===== config.mk =====
export PLATFORM = sky130hd
export DESIGN_NAME = ssd1306_digit_writer
export DESIGN_NICKNAME = d
export VERILOG_FILES = /design/src/rtl/ssd1306_digit_writer.sv
export SDC_FILE = /design/constraint.sdc
export NUM_CORES = 1
export LEC_CHECK = 0
export BUFFER_PORTS_ARGS = -buffer_cell sky130_fd_sc_hd__buf_2
export CELL_PAD_IN_SITES_DETAIL_PLACEMENT = 1
export CELL_PAD_IN_SITES_GLOBAL_PLACEMENT = 1
export CORE_AREA = 2 2 90 92
export CTS_CLUSTER_SIZE = 25
export DETAILED_ROUTE_END_ITERATION = 8
export DIE_AREA = 0 0 92 94
export PLACE_DENSITY_LB_ADDON = 0.05
export SLEW_MARGIN = 20
export SYNTH_ARGS = -nofsm -noshare
export SYNTH_HDL_FRONTEND = slang
export SYNTH_SLANG_ARGS = --single-unit

===== constraint.sdc =====
create_clock -name clk_in -period 3.56 [get_ports clk_in]
set_input_delay 0.534 -clock clk_in [delete_from_list [all_inputs] [get_ports clk_in]]
set_output_delay 0.534 -clock clk_in [all_outputs]
set_load 0.02 [all_outputs]

===== src/rtl/ssd1306_digit_writer.sv =====
// ssd1306_digit_writer: draws 8 BCD digits as 5x8 glyphs on one SSD1306 page over the shared byte handshake.
// Define LEADING_ZERO_BLANK_EN to blank zeros left of the first nonzero digit.
module ssd1306_digit_writer #(
  parameter int PAGE = 0,
  parameter int COL_START = 0
) (
  input  logic        clk_in,
  input  logic        reset,
  input  logic        init_done,
  input  logic [31:0] digits,
  input  logic        update,
  output logic        busy,
  output logic        command_start,
  output logic [7:0]  command_out,
  input  logic        command_ready,
  output logic        oled_dc,
  output logic        oled_csn
);
  typedef enum logic [2:0] {IDLE, CMD_SEND, CMD_WAIT, DATA_SEND, DATA_WAIT, DONE} state_t;
  state_t state, state_n;
  logic [31:0] dig_q;
  logic [5:0] cnt, cnt_n;
  logic low_seen, low_seen_n, pend, pend_n, csn_q, active, load, blank;
  logic [3:0] nib;
  logic [39:0] glyph;
  logic [7:0] cmd_byte, data_byte;

  function automatic logic [39:0] font(input logic [3:0] n);
    case (n)
      4'd0: font = 40'h3E5149453E;
      4'd1: font = 40'h00427F4000;
      4'd2: font = 40'h4261514946;
      4'd3: font = 40'h2141454B31;
      4'd4: font = 40'h1814127F10;
      4'd5: font = 40'h2745454539;
      4'd6: font = 40'h3C4A494930;
      4'd7: font = 40'h0171090503;
      4'd8: font = 40'h3649494936;
      4'd9: font = 40'h064949291E;
      default: font = 40'h0;
    endcase
  endfunction

  assign active = state != IDLE && state != DONE;
  assign load = init_done && ((state == IDLE && update) || (state == DONE && (pend || update)));
  assign busy = active || (state == DONE && load);
  assign command_start = init_done && command_ready && (state == CMD_SEND || state == DATA_SEND);
  assign oled_dc = state == DATA_SEND || state == DATA_WAIT;
  assign oled_csn = !(command_start || (csn_q && active));
  assign cmd_byte = cnt == 6'd0 ? 8'h21 : cnt == 6'd1 ? 8'(COL_START) :
                    cnt == 6'd2 ? 8'(COL_START + 63) : cnt == 6'd3 ? 8'h22 : 8'(PAGE);
  // byte n: digit n[5:3] (leftmost digit in the top nibble), column n[2:0]
  assign nib = dig_q[{~cnt[5:3], 2'b00} +: 4];
  assign glyph = font(nib) << {cnt[2:0], 3'b000};
  assign data_byte = (cnt[2:0] > 3'd4 || blank) ? 8'h00 : glyph[39:32];
  assign command_out = (state == CMD_SEND || state == CMD_WAIT) ? cmd_byte : oled_dc ? data_byte : 8'h00;

`ifdef LEADING_ZERO_BLANK_EN
  logic [7:0] lz;
  for (genvar i = 0; i < 8; i++) begin : g_lz
    assign lz[i] = i < 7 && dig_q[31 -: 4*(i+1)] == '0;
  end
  assign blank = lz[cnt[5:3]];
`else
  assign blank = 1'b0;
`endif

  always_comb begin
    state_n = state;
    cnt_n = cnt;
    low_seen_n = low_seen;
    pend_n = pend || (active && update);
    if (state != IDLE && !init_done) begin
      state_n = IDLE;
      cnt_n = 6'd0;
      low_seen_n = 1'b0;
      pend_n = 1'b0;
    end else begin
      case (state)
        IDLE: state_n = load ? CMD_SEND : IDLE;
        CMD_SEND, DATA_SEND: begin
          low_seen_n = 1'b0;
          if (command_start) state_n = (state == CMD_SEND) ? CMD_WAIT : DATA_WAIT;
        end
        CMD_WAIT, DATA_WAIT: begin
          if (!command_ready) low_seen_n = 1'b1;
          else if (low_seen) begin
            low_seen_n = 1'b0;
            if (state == CMD_WAIT) begin
              cnt_n = cnt == 6'd5 ? 6'd0 : cnt + 6'd1;
              state_n = cnt == 6'd5 ? DATA_SEND : CMD_SEND;
            end else begin
              cnt_n = cnt + 6'd1;
              state_n = cnt == 6'd63 ? DONE : DATA_SEND;
            end
          end
        end
        default: begin
          pend_n = 1'b0;
          state_n = load ? CMD_SEND : IDLE;
        end
      endcase
    end
  end

  always_ff @(posedge clk_in or posedge reset) begin
    if (reset) begin
      state <= IDLE;
      cnt <= 6'd0;
      low_seen <= 1'b0;
      pend <= 1'b0;
      csn_q <= 1'b0;
      dig_q <= 32'h0;
    end else begin
      state <= state_n;
      cnt <= cnt_n;
      low_seen <= low_seen_n;
      pend <= pend_n;
      csn_q <= active && (csn_q || command_start);
      if (load) dig_q <= digits;
    end
  end
endmodule


; Word level (Yosys, flattened, before mapping)
; Memory sizes are Yosys's and may differ from the RTL's.
; Cells that the tools add are included.
[word_totals]
register_bits = 44
out_inout_bits = 12
memories = 1
romBits = 560
[classes]
n_reduce_logical = 34
magnitude_cmp = 1
n_eq_ne = 14
shift = 2
n_bitwise = 1
mux = 28
n_addsub = 1
[mem_list]
columns = memory, words, word_bits, rd, rd_ports_with_merged_regs, write_ports, line_no
row1 = (name not given), 16, 35, 1, 0, 0, 29  ; case (n)
[ops]
columns = op, n
row1 = 2-to-1 mux 6 bit, 10
row2 = << shifter 40 x 6 -> 40 bit, 1
row3 = indexed part select 32 x 6 -> 4 bit, 1
row4 = 2-to-1 mux 8 bit, 3
row5 = 2-to-1 mux 3 bit, 7
row6 = "== test 6 x 2 -> 1 bit, second input constant", 2
row7 = "!= test 3 bit, second input constant", 4
row8 = logical AND 1 bit, 11
row9 = logical OR 1 bit, 9
row10 = "adder 6 x 1 -> 6 bit, second input constant", 1
row11 = "== test 3 x 2 -> 1 bit, second input constant", 2
row12 = "== test 3 bit, second input constant", 2
row13 = "== test 6 x 1 -> 1 bit, second input constant", 1
row14 = "== test 6 x 3 -> 1 bit, second input constant", 1
row15 = "== test 6 bit, second input constant", 1
row16 = logical NOT 6 bit, 1
row17 = one-hot mux 3 bit (2 select lines), 1
row18 = AND reduction 3 bit, 2
row19 = nonzero test 2 bit, 3
row20 = nonzero test 3 bit, 2
row21 = 2-to-1 mux 1 bit, 5
row22 = OR reduction 5 bit, 1
row23 = OR reduction 2 bit, 2
row24 = "== test 3 x 1 -> 1 bit, second input constant", 1
row25 = other kinds (6), 7

; Depth between registers and ports, before layout
[depth]
word_depth = 7
mapped_depth = 12
depth_no_buf = 9

; Least setup slack after synthesis
; Ideal clock, no wire load.
[synth_path]
kind = flip-flop to output port
start = register cnt[4]
end = output port command_out[5]
required_ns = 3.026
path_stages_with_launch = 10
slack_ns = 0.133
path_buffers = 2
arrival_time_ns = 2.893
path_cell_list = dfrtp_1 -> buf_6 -> buf_6 -> mux4_2 -> mux2i_2 -> ha_1 -> o2111ai_1 -> a21oi_1 -> a31oi_1 -> o311ai_0
[synth_via]
elab_chain_cells = 7
elab_cells_between_ends = 15
[synth_rtl]
columns = element, line_no
row1 = "start, declared", 22  ; logic [5:0] cnt, cnt_n;
row2 = "start signal, assigned", 116  ; cnt <= cnt_n;
row3 = inverter 3 bit, 53  ; assign nib = dig_q[{~cnt[5:3], 2'b00} +: 4];
row4 = indexed part select 32 x 6 -> 4 bit, 53
row5 = memory read (16 x 35 bit), -
row6 = << shifter 40 x 6 -> 40 bit, 54  ; assign glyph = font(nib) << {cnt[2:0], 3'b000};
row7 = 2-to-1 mux 8 bit, 55  ; assign data_byte = (cnt[2:0] > 3'd4 || blank) ? 8'h00 : glyph[39:32];
row8 = 2-to-1 mux 8 bit, 56  ; assign command_out = (state == CMD_SEND || state == CMD_WAIT) ? cmd_byte : oled_dc ? data_byte : 8'h00;
row9 = 2-to-1 mux 8 bit (*), 56
row10 = "end, declared", 14  ; output logic [7:0] command_out,
; Mark *: on every way between the ends. The rest lies on a longest branch, timed or not.

; Worst setup path in the final report
[layout_path]
start = register cnt[4]
end = output port command_out[2]
; Same word-level chain as after synthesis.

==> impl_metrics.tcl <==
set metrics [dict create \
    cp.arrival_ns 2.89 \
    fmax_mhz 292 \
    ys_seq_area_frac 0.337 \
    p_leak_nw 1.60 \
    max_cap_viol_count 0 \
    cp.buffers_inverters 1 \
    start_util 0.429 \
    endpoint_kind "output port" \
    grt.met1_usage 0.282 \
    cts_sinks 44 \
    use_met2 0.385 \
    rsz0062_at_grt "true" \
    syn_nets 394 \
    drtAntennaViolNets 0 \
    die_y_um 94 \
    rows 32 \
    path_class "register to output port" \
    grt_busiest_layer "met2" \
    crit_path_max_fanout 6 \
    vdd_ir_drop_max_uv 315 \
    clkLatencyLatePin_ns 0.30 \
    crit_path_start_kind "register" \
    drtIter0Drc 101 \
    gp_routability_congestion 0.964 \
    grt_overflow 0 \
    cp_slowest_cell "mux4_2" \
    ios 49 \
    synth_edf_count 0 \
    reg2reg_depth 7 \
    status "finished clean" \
    maxSlewViolCount 0 \
    required_ns 3.03 \
    setup_viol 0 \
    area_growth_pct 16.2 \
    ys_warn_count 0 \
    hp-class "primary input to asynchronous set/reset pin" \
    grt_pass1_wl_um 15400 \
    htree_levels 2 \
    cts_buffers 5 \
    async_flop_share 1.00 \
    synth.distinct_cells 71 \
    syn_inst 344 \
    dominantRegCellSynth "dfrtp_1" \
    dieWidth_um 92 \
    finalHoldViolCount 0 \
    core-area_mm2 0.00761 \
    grt_pass1_vias 3099 \
    power_density_mw_per_mm2 795 \
    gr-usage-met3 0.0329 \
    synth_area_leader_cell "dfrtp_1" \
    firstDrtPassIters 4 \
    rrSetupSlack_ns 1.31 \
    synth_top_area_share 0.337 \
    grt_start_max_net_pins 45 \
    dpl.hpwl_um 6860 \
    reg2reg_from "cnt[0]" \
    routed_wirelength_um 9070 \
    wire_per_inst_um 18.1 \
    r2r-end "cnt[4]" \
    avgSynthCellArea_um2 9.49 \
    root_buffer "clkbuf_8" \
    crit_family "multiplexers" \
    nets 447 \
    dp_worst_setup_slack_ns 0.235 \
    clockBufferDepth 2 \
    drive_above_1_share 0.339 \
    synthTopCellsByArea "dfrtp_1 (34%), mux2_2 (11%), ha_1 (5.0%)" \
    netlist_area_mm2 0.00326 \
    grtUsageTotal 0.223 \
    port_buffers 47 \
    via_per_inst 5.83 \
    vias 2913 \
    path_cells "mux4_2, mux2i_4, ha_2, nand3_1, or4b_1, a221oi_2, o21ai_1, buf_2" \
    maxSlewHeadroom 0.558 \
    antenna_cells 0 \
    max_stage_delay_ns 0.55 \
    place_area_mm2 0.00366 \
    drc_errors 0 \
    finalWorstSetupSlack_ns 0.132 \
    die_area_mm2 0.00865 \
    post-route-period-util 0.963 \
    path_clk_slew_ns 0.08 \
    cts_tree "done" \
    antenna_found_initial 0 \
    design_area_mm2 0.00379 \
    worst_pin_slew_ns 0.663 \
    finalCriticalPeriod_ns 3.43 \
    skew_ns 0.00358 \
    ys_ff_latch 44 \
]
==> area by class of cell <==
type                            instances  area (um^2)
Tap cell                              102          128
Clock inverter                          2         15.0
Inverter                               10         37.5
Clock buffer                            6         82.6
Timing Repair Buffer                   69          400
Sequential cell                        44         1100
Multi-Input combinational cell        267         2030
Fill cell                             892         3810
==> placed cells by master, fill, tap and decap left out, types with 4 or more instances in the layout <==
cell type / count
nand2b_1: 6
nor3_1: 7
xnor2_1: 5
mux2i_1: 7
buf_2: 47
and3_1: 6
clkbuf_8: 6
nand3_1: 14
ha_1: 10
nor2b_1: 8
mux4_2: 4
a21oi_1: 13
nor2_1: 18
o31ai_1: 7
o21ai_0: 27
inv_1: 6
mux2_2: 32
nand2_1: 31
o21ai_1: 4
buf_4: 22
dfrtp_1: 43
==> power breakdown <==
| part | internal (mW) | switching [mW] |
|---|---|---|
| logic | 0.763 | 1.04 |
| clock network | 0.157 | 0.179 |
| registers | 0.723 | 0.159 |
| total | 1.64 | 1.37 |
==> cells in the mapped netlist (all sizes together), types with 2 or more instances <==
master / count
nor2b: 8
nand3b: 2
a21oi: 14
o31ai: 7
o21ai: 31
mux2i: 9
o2111ai: 3
a31oi: 3
o311ai: 2
nand2: 32
buf: 15
nor3: 7
nor3b: 2
dfrtp: 44
o211ai: 4
a211oi: 3
nand2b: 6
mux2: 34
clkbuf: 8
inv: 9
nand3: 15
mux4: 4
ha: 13
nor2: 20
o22ai: 2
nand4: 3
and3: 6
xnor2: 5
o221ai: 3
a22o: 4
a32oi: 2
a22oi: 2
==> flip-flops by register name (all words and copies together) (netlist names) <==
register and cells:
dig_q 32, cnt 6, state 3, csn_q 1, low_seen 1, pend 1
==> tightest hold or removal path, cell delays in order <==
cell and delay [ns]:
buf_2 0.10, clkinv_1 0.03, buf_4 0.46
==> repair_timing <==
item / in CTS / in global routing
setup buffers: 1 / 0
hold buffers: 0 / 0
gates resized for setup: 1 / 7
setup endpoints to repair: 6 / 6
==> layer usage <==
| metal | up-vias | share of wire |
|---|---|---|
| met5 | - | 0 |
| met4 | 0 | 0.024 |
| met3 | 23 | 0.051 |
| met2 | 88 | 0.49 |
| met1 | 1425 | 0.43 |
| li1 | 1377 | - |
==> cells by family (layout without fill, tap and decap cells) <==
kind of cell / count (synthesis) / in the layout / synth area share
other: 1 / 1 / 0.00115
buffers and inverters: 33 / 87 / 0.0521
XOR/XNOR: 6 / 6 / 0.0161
AO/OA/AOI/OAI: 94 / 94 / 0.200
multiplexers: 47 / 47 / 0.179
AND/OR/NAND/NOR: 106 / 106 / 0.164
adder cells (fa/ha/maj): 13 / 13 / 0.0498
flip-flops: 44 / 44 / 0.337
==> stage by stage <==
stage               hold WS [ns]  TNS [ns]   util  total power, mW  std cells
floorplan                  0.441         0      -             2.10        344
global route               0.409   -0.0281  0.499             3.25        500
finish                     0.358         0  0.499             3.02        500
global placement           0.458         0  0.481             2.63        491
CTS                        0.377         0  0.495             2.99        500
detailed placement         0.460         0  0.481             2.65        491
==> how the worst max path moves through the flow <==
stage                start             end  cells after the start  slack (ns)
global placement    cnt[4]  command_out[3]                     10        0.29
floorplan           cnt[4]  command_out[5]                      9        0.13
finish              cnt[4]  command_out[2]                      8        0.13
global route        cnt[4]  command_out[2]                      8       -0.03
CTS                 cnt[4]  command_out[4]                      9        0.04
detailed placement  cnt[4]  command_out[5]                      9        0.23
Note: power is estimated with default switching activity, not from simulation.
